### config.mk
export PLATFORM = sky130hd
export DESIGN_NAME = rf_wport_arbiter
export DESIGN_NICKNAME = d
export VERILOG_FILES = /design/src/rtl/rf_wport_arbiter.sv
export SDC_FILE = /design/constraint.sdc
export NUM_CORES = 1
export LEC_CHECK = 0
export CAP_MARGIN = 30
export CORE_MARGIN = 1.5
export CORE_UTILIZATION = 27
export CTS_CLUSTER_SIZE = 40
export DETAILED_ROUTE_END_ITERATION = 10
export PLACE_DENSITY = 0.63
export SETUP_SLACK_MARGIN = 0.3
export SLEW_MARGIN = 20
export SYNTH_ARGS = -nofsm -noshare
export SYNTH_HDL_FRONTEND = slang
export SYNTH_SLANG_ARGS = --single-unit
### constraint.sdc
create_clock -name clk -period 11.1 [get_ports clk]
set_input_delay 1.11 -clock clk [delete_from_list [all_inputs] [get_ports clk]]
set_output_delay 1.11 -clock clk [all_outputs]
set_load 0.02 [all_outputs]
### src/rtl/rf_wport_arbiter.sv
// Register-file write-port arbiter: WB always wins, LU results wait in a small FIFO
// and drain into idle write-port cycles; starvation raises ws_hold.
//
// state | meaning
// IDLE  | FIFO empty
// PEND  | FIFO non-empty, counting ungranted head cycles
// HOLD  | head starved, ws_hold asserted to force a bubble
module rf_wport_arbiter #(
  parameter int DEPTH    = 2,
  parameter int MAX_WAIT = 8
) (
  input  logic        clk,
  input  logic        reset,
  input  logic [3:0]  ws_rf_we,
  input  logic [4:0]  ws_rf_waddr,
  input  logic [31:0] ws_rf_wdata,
  input  logic [31:0] ws_pc,
  input  logic        lu_valid,
  output logic        lu_ready,
  input  logic [3:0]  lu_we,
  input  logic [4:0]  lu_waddr,
  input  logic [31:0] lu_wdata,
  input  logic [31:0] lu_pc,
  output logic        ws_hold,
  output logic [31:0] pend_mask,
  output logic [3:0]  rf_we,
  output logic [4:0]  rf_waddr,
  output logic [31:0] rf_wdata,
  output logic [31:0] debug_wb_pc,
  output logic [3:0]  debug_wb_rf_wen,
  output logic [4:0]  debug_wb_rf_wnum,
  output logic [31:0] debug_wb_rf_wdata
);

  localparam int AW = $clog2(DEPTH);
  localparam int CW = $clog2(MAX_WAIT) + 1;
  localparam logic [AW:0]   FULL_CNT  = (AW+1)'(DEPTH);
  localparam logic [AW:0]   CNT_ONE   = (AW+1)'(1);
  localparam logic [AW-1:0] PTR_ONE   = AW'(1);
  localparam logic [CW-1:0] WAIT_LAST = CW'(MAX_WAIT - 1);
  localparam logic [CW-1:0] WAIT_ONE  = CW'(1);

  localparam logic [1:0] S_IDLE = 2'd0;
  localparam logic [1:0] S_PEND = 2'd1;
  localparam logic [1:0] S_HOLD = 2'd2;

  logic [3:0]  q_we    [DEPTH];
  logic [4:0]  q_waddr [DEPTH];
  logic [31:0] q_wdata [DEPTH];
  logic [31:0] q_pc    [DEPTH];
  logic [DEPTH-1:0] q_vld;

  logic [AW-1:0] wr_ptr, rd_ptr;
  logic [AW:0]   count, count_next;
  logic [CW-1:0] wait_cnt;
  logic [1:0]    state;

  logic ws_grant, push, push_store, pop;

  assign ws_grant   = |ws_rf_we;
  assign push       = lu_valid && lu_ready;
  // Results that would write nothing are accepted but dropped.
  assign push_store = push && (|lu_we) && (|lu_waddr);
  assign pop        = !reset && !ws_grant && (count != '0);

  always_comb begin
    count_next = count;
    case ({push_store, pop})
      2'b10:   count_next = count + CNT_ONE;
      2'b01:   count_next = count - CNT_ONE;
      default: count_next = count;
    endcase
  end

  always_ff @(posedge clk) begin
    if (reset) begin
      wr_ptr   <= '0;
      rd_ptr   <= '0;
      count    <= '0;
      q_vld    <= '0;
      lu_ready <= 1'b1;
    end else begin
      count    <= count_next;
      lu_ready <= (count_next != FULL_CNT);
      if (push_store) begin
        wr_ptr        <= wr_ptr + PTR_ONE;
        q_vld[wr_ptr] <= 1'b1;
      end
      if (pop) begin
        rd_ptr        <= rd_ptr + PTR_ONE;
        q_vld[rd_ptr] <= 1'b0;
      end
    end
  end

  always_ff @(posedge clk) begin
    if (push_store) begin
      q_we[wr_ptr]    <= lu_we;
      q_waddr[wr_ptr] <= lu_waddr;
      q_wdata[wr_ptr] <= lu_wdata;
      q_pc[wr_ptr]    <= lu_pc;
    end
  end

  always_ff @(posedge clk) begin
    if (reset) begin
      state    <= S_IDLE;
      wait_cnt <= '0;
    end else begin
      case (state)
        S_IDLE: begin
          wait_cnt <= '0;
          if (push_store) state <= S_PEND;
        end
        S_PEND: begin
          if (pop) begin
            wait_cnt <= '0;
            if (count_next == '0) state <= S_IDLE;
          end else if (wait_cnt == WAIT_LAST) begin
            state <= S_HOLD;
          end else begin
            wait_cnt <= wait_cnt + WAIT_ONE;
          end
        end
        S_HOLD: begin
          if (pop) begin
            wait_cnt <= '0;
            state    <= (count_next == '0) ? S_IDLE : S_PEND;
          end
        end
        default: begin
          state    <= S_IDLE;
          wait_cnt <= '0;
        end
      endcase
    end
  end

  assign ws_hold = (state == S_HOLD);

  always_comb begin
    rf_we       = 4'h0;
    rf_waddr    = ws_rf_waddr;
    rf_wdata    = ws_rf_wdata;
    debug_wb_pc = ws_pc;
    if (!reset) begin
      if (ws_grant) begin
        rf_we = ws_rf_we;
      end else if (count != '0) begin
        rf_we       = q_we[rd_ptr];
        rf_waddr    = q_waddr[rd_ptr];
        rf_wdata    = q_wdata[rd_ptr];
        debug_wb_pc = q_pc[rd_ptr];
      end
    end
  end

  // Entry stays visible through its grant cycle so ID keeps interlocking until the write lands.
  logic [31:0] pm;
  always_comb begin
    pm = '0;
    for (int i = 0; i < DEPTH; i++) begin
      if (q_vld[i]) pm[q_waddr[i]] = 1'b1;
    end
    pend_mask = {pm[31:1], 1'b0};
  end

  assign debug_wb_rf_wen   = rf_we;
  assign debug_wb_rf_wnum  = rf_waddr;
  assign debug_wb_rf_wdata = rf_wdata;

endmodule

# --- Yosys cells after proc, flatten, opt, wreduce, memory -nomap -nowiden ---
# Memory sizes are Yosys's and may differ from the RTL's. A register that Yosys moved wholly into a read port is not among the register bits.
# Index checks and enable logic that the tools add are counted.
classes:
  addsub: 5
  multipliers: 0
  div_mod_pow: 0
  magnitude_cmp: 8
  n_eq_ne: 11
  n_shift: 0
  muxes: 47
  bitwise: 4
  reduce_logical: 19
ops:
  columns: ["op", "count"]
  rows:
  - ["two-way mux 32 bit", 8]
  - ["OR 32 bit", 1]
  - ["two-way mux 4 bit", 6]
  - ["two-way mux 2 bit", 8]
  - ["two-way mux 1 bit", 15]
  - ["two-way mux 5 bit", 3]
  - ["< comparator 5 x 6 -> 1 bit, second input constant", 2]
  - ["demux 1 bit (select 5 bit)", 2]
  - [">= comparator 5 x 1 -> 1 bit, second input constant", 2]
  - ["logical AND 1 bit", 9]
  - ["!= test 3 bit, second input constant", 3]
  - ["case mux 4 bit (2 select lines)", 1]
  - ["OR reduction 4 bit", 2]
  - ["case mux 2 bit (3 select lines)", 1]
  - ["OR reduction 5 bit", 1]
  - ["adder 4 x 1 -> 4 bit, second input constant", 1]
  - ["equality test 2 x 1 -> 1 bit, second input constant", 2]
  - ["equality test 2 bit, second input constant", 2]
  - ["equality test 4 x 3 -> 1 bit, second input constant", 1]
  - ["logical NOT 2 bit", 2]
  - ["< comparator 1 x 2 -> 1 bit, second input constant", 2]
  - ["!= test 2 bit, second input constant", 2]
  - ["case mux 2 bit (2 select lines)", 1]
  - ["AND reduction 4 bit", 1]
  - ["other kinds (12)", 16]
totals:
  ff_bits: 13
  latchBits: 0
  ram_bits: 146
  rom_bits: 0
  input_bits: 149
  mem_count: 4
memory_table:
  columns: ["name", "words", "word_bits", "rd", "rd_ports_with_merged_regs", "write_ports", "line_no", "source"]
  rows:
  - ["q_pc", 2, 32, 1, 1, 1, "50", "logic [31:0] q_pc [DEPTH];"]
  - ["q_wdata", 2, 32, 1, 1, 1, "49", "logic [31:0] q_wdata [DEPTH];"]
  - ["q_waddr", 2, 5, 3, 1, 1, "48", "logic [4:0] q_waddr [DEPTH];"]
  - ["q_we", 2, 4, 1, 1, 1, "47", "logic [3:0] q_we [DEPTH];"]

# --- Longest topological paths before layout ---
# Gate-level depths: netlist of the first run.
logic_depth:
  depth_word: 10
  mapped_depth: 10
  mapped_depth_nobuf: 8

# --- Least setup slack after synthesis of the first run ---
# OpenSTA, ideal clock, no wires.
synth_timing:
  path_kind: "input to register"
  from: "input port lu_we[0]"
  to: "memory q_pc[0][0] (enable)"
  setup_ps: 515
  t_arrival_ps: 4741
  required_ps: 10585
  slack_ps: 5844
  cell_stages: 3
  path_buffers: 0
  cell_sequence: "or4_1 o2111a_1 nor2b_1"
synth_between:
  elab_chain_len: 5
synth_lines:
  columns: ["item", "line_no", "source"]
  rows:
  - ["from (decl)", "20", "input logic [3:0] lu_we,"]
  - ["OR reduction 4 bit", "63", "assign push_store = push && (|lu_we) && (|lu_waddr);"]
  - ["logical AND 1 bit (2 in series)", "63", null]
  - ["two-way mux 1 bit", "97", "if (push_store) begin"]
  - ["two-way mux 1 bit (not written as such)", "101", "q_pc[wr_ptr] <= lu_pc;"]
  - ["to (decl)", "50", null]
# No other way between the ends.

# --- Final worst setup path of the first run ---
layout_timing:
  from: "input port ws_rf_we[0]"
  to: "output port rf_wdata[26]"
layout_between:
  elab_chain_len: 3
layout_lines:
  columns: ["item", "line_no", "source"]
  rows:
  - ["from (decl)", "14", "input logic [3:0] ws_rf_we,"]
  - ["OR reduction 4 bit", "60", "assign ws_grant = |ws_rf_we;"]
  - ["two-way mux 32 bit", "147", "if (ws_grant) begin"]
  - ["two-way mux 32 bit", "146", "if (!reset) begin"]
  - ["to (decl)", "28", "output logic [31:0] rf_wdata,"]
# No other way between the ends.

==> results of run 1 <==
path summary, 6_finish.rpt:
path	slack, ps	end	depth (start not counted)	startpoint
setup / recovery	5260	rf_wdata[26]	8	ws_rf_we[0]
hold / removal	490	wait_cnt[3]	2	wait_cnt[3]
setup reg to reg	8770	q_wdata[0][0]	3	lu_ready
hold reg to reg	490	wait_cnt[3]	2	wait_cnt[3]
where the power goes:
| group | internal (mW) | switching, mW | total [mW] |
|---|---|---|---|
| registers | 0.710 | 0.0171 | 0.727 |
| logic | 0.118 | 0.117 | 0.236 |
| clock network | 0.317 | 0.257 | 0.574 |
tightest hold or removal path, delay by kind of cell (launching register included):
kind / cells / cell delay (ps)
flip-flops: 1 / 330
multiplexers: 1 / 60
AND/OR/NAND/NOR: 1 / 60
cells in the final DEF (no fill, tap or decap), types with 6 or more instances in the layout:
| cell type | synthesis | routed |
|---|---|---|
| clkbuf_16 | 0 | 17 |
| o22ai_1 | 31 | 31 |
| mux2i_1 | 72 | 72 |
| or3b_2 | 6 | 6 |
| nand3b_1 | 11 | 11 |
| nand2_1 | 7 | 7 |
| a21oi_1 | 76 | 76 |
| nor2_1 | 81 | 81 |
| edfxtp_1 | 146 | 146 |
| clkdlybuf4s50_1 | 0 | 295 |
| dfxtp_1 | 14 | 13 |
area by class of cell:
class	count	area share (%)
sequential	160	43.0
antenna	1	0.0231
clock buffer	18	3.95
multi-input combinational	338	20.1
clock inverter	14	1.34
timing repair buffer	300	27.5
inverter	3	0.104
tap	341	3.93
metrics by stage:
stage	total power, mW	cell area [um2]
2_1_floorplan	0.860	7320
3_3_place_gp	0.977	10300
3_5_place_dp	0.980	10300
4_1_cts	1.56	10900
5_1_grt	1.61	10900
6_report	1.54	10900
logic make-up (layout without fill, tap and decap cells):
group | Yosys count | in the layout | share of synthesized area (%)
muxes | 77 | 77 | 10.6
adders and majority gates | 2 | 2 | 0.342
and+or+nand+nor | 134 | 134 | 9.04
other | 1 | 2 | 0.0512
AOI/OAI and AO/OA | 120 | 120 | 9.14
xor gates and xnor gates | 4 | 4 | 0.479
buffers and inverters | 78 | 335 | 6.61
DFF | 160 | 160 | 63.7
routing by layer:
| metal | track usage (%) | wire length [um] | share of wire (%) |
|---|---|---|---|
| met5 | 0 | 0 | 0 |
| met4 | 3.76 | 193 | 1.1 |
| met3 | 4.28 | 1300 | 7.1 |
| met2 | 22.2 | 9170 | 50 |
| met1 | 15.3 | 7660 | 42 |
flip-flops by register name (all words and copies together) (netlist names), named ones only:
register  cells
count         2
lu_ready      1
q_pc         64
q_vld         2
q_waddr      10
q_wdata      64
q_we          8
rd_ptr        1
state         2
wait_cnt      4
wr_ptr        1
==> metrics.yaml, run 1 <==
yosys:
  netlist-cell-type-count: 40
  yosysMostFrequentCell: "edfxtp_1"
  ys_seq_area_share_pct: 63.7
  synth_top_area_share_pct: 59.9
  ys_async_sr_fraction_pct: 0
  synth_edf_count: 146
  syn_area_um2: 7320
  yosys_warnings: 0
  yosys-top-cells-count: "146 x edfxtp_1, 81 x nor2_1, 76 x a21oi_1, 72 x mux2i_1, 47 x buf_4"
  yosys.area.top_type: "edfxtp_1"
  syn_area_per_cell_um2: 12.7
  synth_seq_cells: 160
  syn_inst: 576
  synthTopCellsByArea: "edfxtp_1 60%, mux2i_1 9.8%, a21oi_1 5.2%, buf_4 4.8%, nor2_1 4.2%"
  syn_nets: 727
  synthFlopType: "edfxtp_1"
detailed_routing:
  first_iter_violations: 289
  drtAntennaViolNets: 0
  wl_mm: 18.3
  routedWlPerCell_um: 15.6
  viasPerCell: 4.57
  vias: 5364
  drc_errors: 0
  dr.pass1.iters: 4
die:
  core_area_um2: 26800
  die_y_um: 168
  num_rows: 60
  pin_count: 297
  die_w_um: 168
  dieArea_um2: 28100
  initial_utilization_pct: 27.3
cts:
  root_buffer: "clkbuf_16"
  clock-sinks: 160
  cts_max_level: 4
  clk_latency_ps: 420
  hold_buffers: 0
  clkTransAtPathRegs_ps: 60
  cts_tree: "yes"
  cts_resized: 0
  cts_buffers: 17
  cts_max_path_buffers: 2
  postCtsSetupBuffers: 0
placement:
  port_buffers: 295
  hpwl_mm: 12.9
  dp.cells: 1142
  gp_congestion: 0.894
  pre_cts_slack_ps: 5280
global_route:
  grt.total_usage_pct: 12.9
  grt_max_degree: 84
  antenna_found_initial: 1
  grt_overflow: 0
  grt_pass1_vias: 5135
  grt_pass1_wl_mm: 28.0
worst_setup_path:
  critical-path-max-stage-delay_ps: 680
  critical_path_class: "input port to output port"
  start_kind: "input port"
  critPathCaptureType: "output port"
  critPathSlowestCell: "buf_4"
  path_buf_inv: 4
  cp_max_fo: 83
  critical-path-top-delay-family: "buffers and inverters"
  path_cells: "clkdlybuf4s50_1 > or4_1 > nor3_4 > buf_4 > buf_4 > nor2_1 > a21oi_1 > clkdlybuf4s50_1"
  arrival_ps: 4730
  cp.required_ps: 9990
timing:
  maxSlewHeadroom_pct: 42.8
  finalHoldViolCount: 0
  worst_pin_slew_ps: 857
  rsz0062_at_grt: "false"
  fin_crit_sh_pct: 52.6
  fin_ws_ps: 5260
  holdWs_ps: 491
  slew_viol_final: 0
  finalClockSkew_ps: 7.34
  finalSetupViolCount: 0
  max_freq_mhz: 171
  period_minus_slack_ps: 5840
  finalSetupTns_ps: 0
cells_and_area:
  fin_cells: 1175
  drive_above_1_share_pct: 6.36
  synthToLayoutAreaGrowth_pct: 48.3
  multi_input_area_um2: 2180
  fill_cells: 2536
  fin_nets: 971
  seq_area_um2: 4670
  final_util_pct: 40.5
pwr:
  ir_drop_mv: 0.0897
  p_leak_nw: 3.52
  p_per_area_nw_per_um2: 142
min_path:
  hold_path.class: "flip-flop to flip-flop"
run_status:
  status: "finished, final reports clean"
run:
  maxCapViolations: 0
(Power assumes the default switching activity.)
==> run 2, diff against run 1 <==
Clock period 11.1 ns to 5.5 ns, I/O delays scaled along.
==> metrics.yaml, run 2 (synthesis gave the netlist of run 1 again) <==
cells_and_area:
  drive_above_1_share_pct: 6.13  # -0.23 points
  mostFrequentLayoutCells: "295 x clkdlybuf4s50_1, 146 x edfxtp_1, 81 x nor2_1"
  final_common_cell: "clkdlybuf4s50_1"
  top_regs: "q_pc x64, q_wdata x64, q_waddr x10"
  synthToLayoutAreaGrowth_pct: 48.5
  fill_cells: 2545  # +0.35%
  fin_nets: 971  # unchanged
  fin_area_um2: 10900  # +0.14%
cts:
  cts_max_level: 4  # unchanged
  cts_max_path_buffers: 2  # unchanged
  cts_resized: 0  # unchanged
  clock-sinks: 160  # unchanged
  clk_latency_ps: 420  # about the same
  root_buffer: "clkbuf_16"
  hold_buffers: 0  # unchanged
  cts_tree: "yes"
  postCtsSetupBuffers: 0  # unchanged
  clkTransAtPathRegs_ps: 60  # about the same
  cts_buffers: 17  # unchanged
pwr:
  power_frac_clock_pct: 36.2  # -1.1 points
  comb_power_share_pct: 15.8  # +0.5 points
  switching_share_pct: 24.8  # -0.60 points
  p_leak_nw: 3.53  # about the same
  p_per_area_nw_per_um2: 281  # +99%
  p_sw_mw: 0.759  # +94%
  power.internal_mw: 2.30  # +100%
  p_seq_share_pct: 48.0  # +0.7 points
  ir_drop_mv: 0.185  # +110%
die:
  initial_utilization_pct: 27.3  # unchanged
  core_area_um2: 26800  # unchanged
  die_w_um: 168  # unchanged
  num_rows: 60  # unchanged
  die_y_um: 168  # unchanged
  pin_count: 297  # unchanged
  dieArea_um2: 28100  # unchanged
detailed_routing:
  drc_errors: 0  # unchanged
  wl_mm: 18.3  # about the same
  vias: 5281  # -1.5%
  first_iter_violations: 267  # -7.6%
  drtAntennaViolNets: 0  # unchanged
  viasPerCell: 4.50  # -1.5%
  routedWlPerCell_um: 15.6  # +0.16%
  dr.pass1.iters: 5  # +1
placement:
  port_buffers: 295  # unchanged
  dpl_cell_area_um2: 10300  # +0.17%
  gp_congestion: 0.914  # +2.3%
  hpwl_mm: 12.8  # -1.0%
  pre_cts_slack_ps: 1490  # -3790 ps
global_route:
  grt_pass1_vias: 5082  # -1.0%
  grt.total_usage_pct: 13.1  # +0.23 points
  antenna_found_initial: 0  # -1
  grt_max_degree: 139  # +65%
  grt_overflow: 0  # unchanged
  grt_pass1_wl_mm: 28.3  # +0.89%
timing:
  max_freq_mhz: 247
  worst_pin_slew_ps: 775  # -82.6 ps
  holdWs_ps: 478  # -12.8 ps
  maxSlewHeadroom_pct: 48.2  # +5.4 points
  finalHoldViolCount: 0  # unchanged
  fin_ws_ps: 1450  # -3820 ps
  finalClockSkew_ps: 9.45  # +2.11 ps
  slew_viol_final: 0  # unchanged
  period_minus_slack_ps: 4050
  finalSetupViolCount: 0  # unchanged
  rsz0062_at_grt: "false"
  fin_crit_sh_pct: 73.7
  finalSetupTns_ps: 0  # unchanged
worst_setup_path:
  critical_path_class: "input port to output port"
  r2r_start: "lu_ready"
  start_kind: "input port"
  crit_start: "ws_rf_we[0]"
  rrSetupSlack_ps: 3330  # -5440 ps
  cp.required_ps: 4950  # -5040 ps
  arrival_ps: 3500  # -1230 ps
  crit_end: "debug_wb_rf_wdata[22]"
  cp_max_fo: 138  # +66%
  worst_r2r_path_depth: 3  # unchanged
  critPathCaptureType: "output port"
  reg2reg_to: "q_pc[1][12]"
run_status:
  status: "finished, final reports clean"
min_path:
  hold_path.class: "flip-flop to flip-flop"
run:
  maxCapViolations: 0  # unchanged
run 2: worst min path at each step:
stage / from / endpoint / slack [ps] / cells after the start
after floorplan: wait_cnt[3] / wait_cnt[3] / 450 / 2
after detailed placement: wait_cnt[3] / wait_cnt[3] / 470 / 2
after global placement: wait_cnt[3] / wait_cnt[3] / 460 / 2
after CTS: wait_cnt[3] / wait_cnt[3] / 490 / 2
after global routing: wait_cnt[3] / wait_cnt[3] / 510 / 2
final: wait_cnt[3] / wait_cnt[3] / 480 / 2
run 2: power by group through the flow:
stage	registers [mW]	clock network, mW	logic, mW
2_1_floorplan	1.49	0	0.246
3_3_place_gp	1.49	0	0.482
3_5_place_dp	1.50	0	0.484
4_1_cts	1.47	1.14	0.486
5_1_grt	1.48	1.19	0.522
6_report	1.47	1.11	0.482
run 2: through the flow:
stage / cells / total power [mW] / utilization (%)
after floorplan: 576 / 1.74 / -
after global placement: 1141 / 1.97 / 38.4
after detailed placement: 1141 / 1.98 / 38.4
after CTS: 1172 / 3.10 / 40.4
after global routing: 1173 / 3.19 / 40.6
final: 1174 / 3.06 / 40.6
run 2: worst max-delay path: stages:
cell and delay (ps):
clkdlybuf4s50_1 420, or4_1 650, nor3_4 370, buf_12 450, nor2_1 90, a21oi_1 200
clkdlybuf4s50_1 650
run 2: cell type report:
type / instances / area [um2] / share of cell area, %
Sequential cell: 160 / 4670 / 42.9
Timing Repair Buffer: 300 / 3040 / 27.9
Multi-Input combinational cell: 338 / 2180 / 20.1
Clock buffer: 18 / 429 / 3.95
Tap cell: 341 / 427 / 3.92
Clock inverter: 13 / 115 / 1.06
Inverter: 3 / 11.3 / 0.104
Antenna cell: 1 / 2.50 / 0.0230
run 2: routing by layer:
layer / up-vias / part of all wire (%) / wire, um / global-route usage [%]
met4: 0 / 1.2 / 221 / 4.00
met3: 20 / 6.5 / 1200 / 4.11
li1: 2606 / - / - / -
met2: 203 / 50 / 9230 / 22.9
met1: 2452 / 42 / 7690 / 15.4
met5: - / 0 / 0 / 0
==> run 3, diff against run 2 <==
Clock period 5.5 ns to 3.8 ns, I/O delays scaled along.
==> metrics.yaml, run 3 (synthesis gave the netlist of run 1 again) <==
run_status:
  status: "finished, final reports clean"
timing:
  holdWs_ps: 483  # +4.87 ps
  period_minus_slack_ps: 3410
  finalHoldViolCount: 0  # unchanged
  worst_pin_slew_ps: 691  # -83.6 ps
  rsz0062_at_grt: "false"
  max_freq_mhz: 294
  finalSetupViolCount: 0  # unchanged
  fin_crit_sh_pct: 89.6
  slew_viol_final: 0  # unchanged
  maxSlewHeadroom_pct: 53.9  # +5.7 points
  finalSetupTns_ps: 0  # unchanged
  finalClockSkew_ps: 13.4  # +3.91 ps
worst_setup_path:
  cp.required_ps: 3420  # -1530 ps
  critical_path_class: "input port to output port"
  start_kind: "input port"
  critical-path-top-delay-family: "buffers and inverters"
  path_cells: "clkdlybuf4s50_1 > or4_1 > nor3_4 > buf_12 > buf_4 > nor2_1 > a21oi_1 > clkdlybuf4s50_1"
  cp_max_fo: 30  # -78%
  critical-path-max-stage-delay_ps: 640  # about the same
  path_buf_inv: 4  # +1
  critPathCaptureType: "output port"
  critPathSlowestCell: "or4_1"
  arrival_ps: 3030  # -470 ps
  crit_top_cell: "clkdlybuf4s50_1"
detailed_routing:
  routedWlPerCell_um: 15.5  # -0.76%
  drc_errors: 0  # unchanged
  dr.pass1.iters: 4  # -1
  viasPerCell: 4.54  # +0.88%
  wl_mm: 18.3  # about the same
  drtAntennaViolNets: 0  # unchanged
  vias: 5373  # +1.7%
  first_iter_violations: 358  # +34%
die:
  initial_utilization_pct: 27.3  # unchanged
  core_area_um2: 26800  # unchanged
  pin_count: 297  # unchanged
  dieArea_um2: 28100  # unchanged
  die_y_um: 168  # unchanged
  num_rows: 60  # unchanged
  die_w_um: 168  # unchanged
pwr:
  power_mw: 4.45  # +46%
  ir_drop_mv: 0.248  # +34%
  p_per_area_nw_per_um2: 403  # +43%
  p_leak_nw: 3.78  # +7.1%
placement:
  port_buffers: 295  # unchanged
  hpwl_mm: 13.5  # +5.6%
  dpl_cell_area_um2: 10400  # +1.3%
  gp_congestion: 0.856  # -6.4%
cts:
  cts_tree: "yes"
  cts_buffers: 17  # unchanged
  clock-sinks: 160  # unchanged
  clkTransAtPathRegs_ps: 60  # about the same
  root_buffer: "clkbuf_16"
  cts_max_path_buffers: 2  # unchanged
  cts_max_level: 4  # unchanged
  postCtsSetupBuffers: 0  # unchanged
  clk_latency_ps: 420  # about the same
global_route:
  grt_pass1_wl_mm: 28.5  # +0.66%
  grt_max_degree: 55  # -60%
  grt.total_usage_pct: 13.0  # -0.11 points
  antenna_found_initial: 1  # +1
  grt_overflow: 0  # unchanged
  grt_pass1_vias: 5398  # +6.2%
cells_and_area:
  fin_area_um2: 11000  # +1.6%
  mostFrequentLayoutCells: "275 x clkdlybuf4s50_1, 146 x edfxtp_1, 81 x nor2_1"
  drive_above_1_share_pct: 7.24  # +1.1 points
  final_common_cell: "clkdlybuf4s50_1"
  top_regs: "q_pc x64, q_wdata x64, q_waddr x10"
  synthToLayoutAreaGrowth_pct: 50.9
  final_util_pct: 41.2  # +0.65 points
  fin_nets: 980  # +0.93%
run:
  maxCapViolations: 0  # unchanged
min_path:
  hold_path.class: "flip-flop to flip-flop"
## run 3: final cells by class
class | count | area (um2)
tap | 341 | 427
fill | 2499 | 15800
sequential | 160 | 4670
multi-input combinational | 338 | 2180
clock inverter | 14 | 130
clock buffer | 18 | 429
timing repair buffer | 309 | 3200
inverter | 3 | 11.3
antenna | 1 | 2.50
## run 3: timing repair
item / in CTS / in global routing
endpoints found under the setup margin: 0 / 22
hold buffers: 0 / 0
gates resized for setup: 0 / 20
## run 3: final timing paths
kind	start	endpoint	slack, ps	cells after the start
max reg2reg	count[0]	lu_ready	1670	7
max	ws_rf_we[0]	debug_wb_pc[15]	390	8
min	wait_cnt[3]	wait_cnt[3]	480	2
min reg2reg	wait_cnt[3]	wait_cnt[3]	480	2
## run 3: report_power, final
group          total (mW)  switching (mW)  internal [mW]
Combinational       0.699           0.343          0.357
Clock                1.62           0.712          0.912
Sequential           2.12          0.0514           2.07
Total                4.45            1.11           3.34
## run 3: metal layers
| metal | vias to the layer above | track usage [%] | part of all wire (%) |
|---|---|---|---|
| li1 | 2627 | - | - |
| met1 | 2537 | 15.2 | 42 |
| met2 | 197 | 23.0 | 50 |
| met3 | 12 | 3.81 | 6.1 |
| met4 | 0 | 3.92 | 1.4 |
| met5 | - | 0 | 0 |
## run 3: worst reg2reg max path, stage by stage (launching register included)
cell and delay (ps):
dfxtp_1 440, nor2_1 150, nor3_4 240, buf_12 250, ha_1 330, or3_1 360
a21oi_1 180, nand2_1 80
## run 3: through the flow
stage	setup WS [ps]	std cells
after detailed placement	315	1151
after CTS	316	1183
after global routing	284	1183
final	395	1184
after floorplan	678	576
after global placement	354	1150
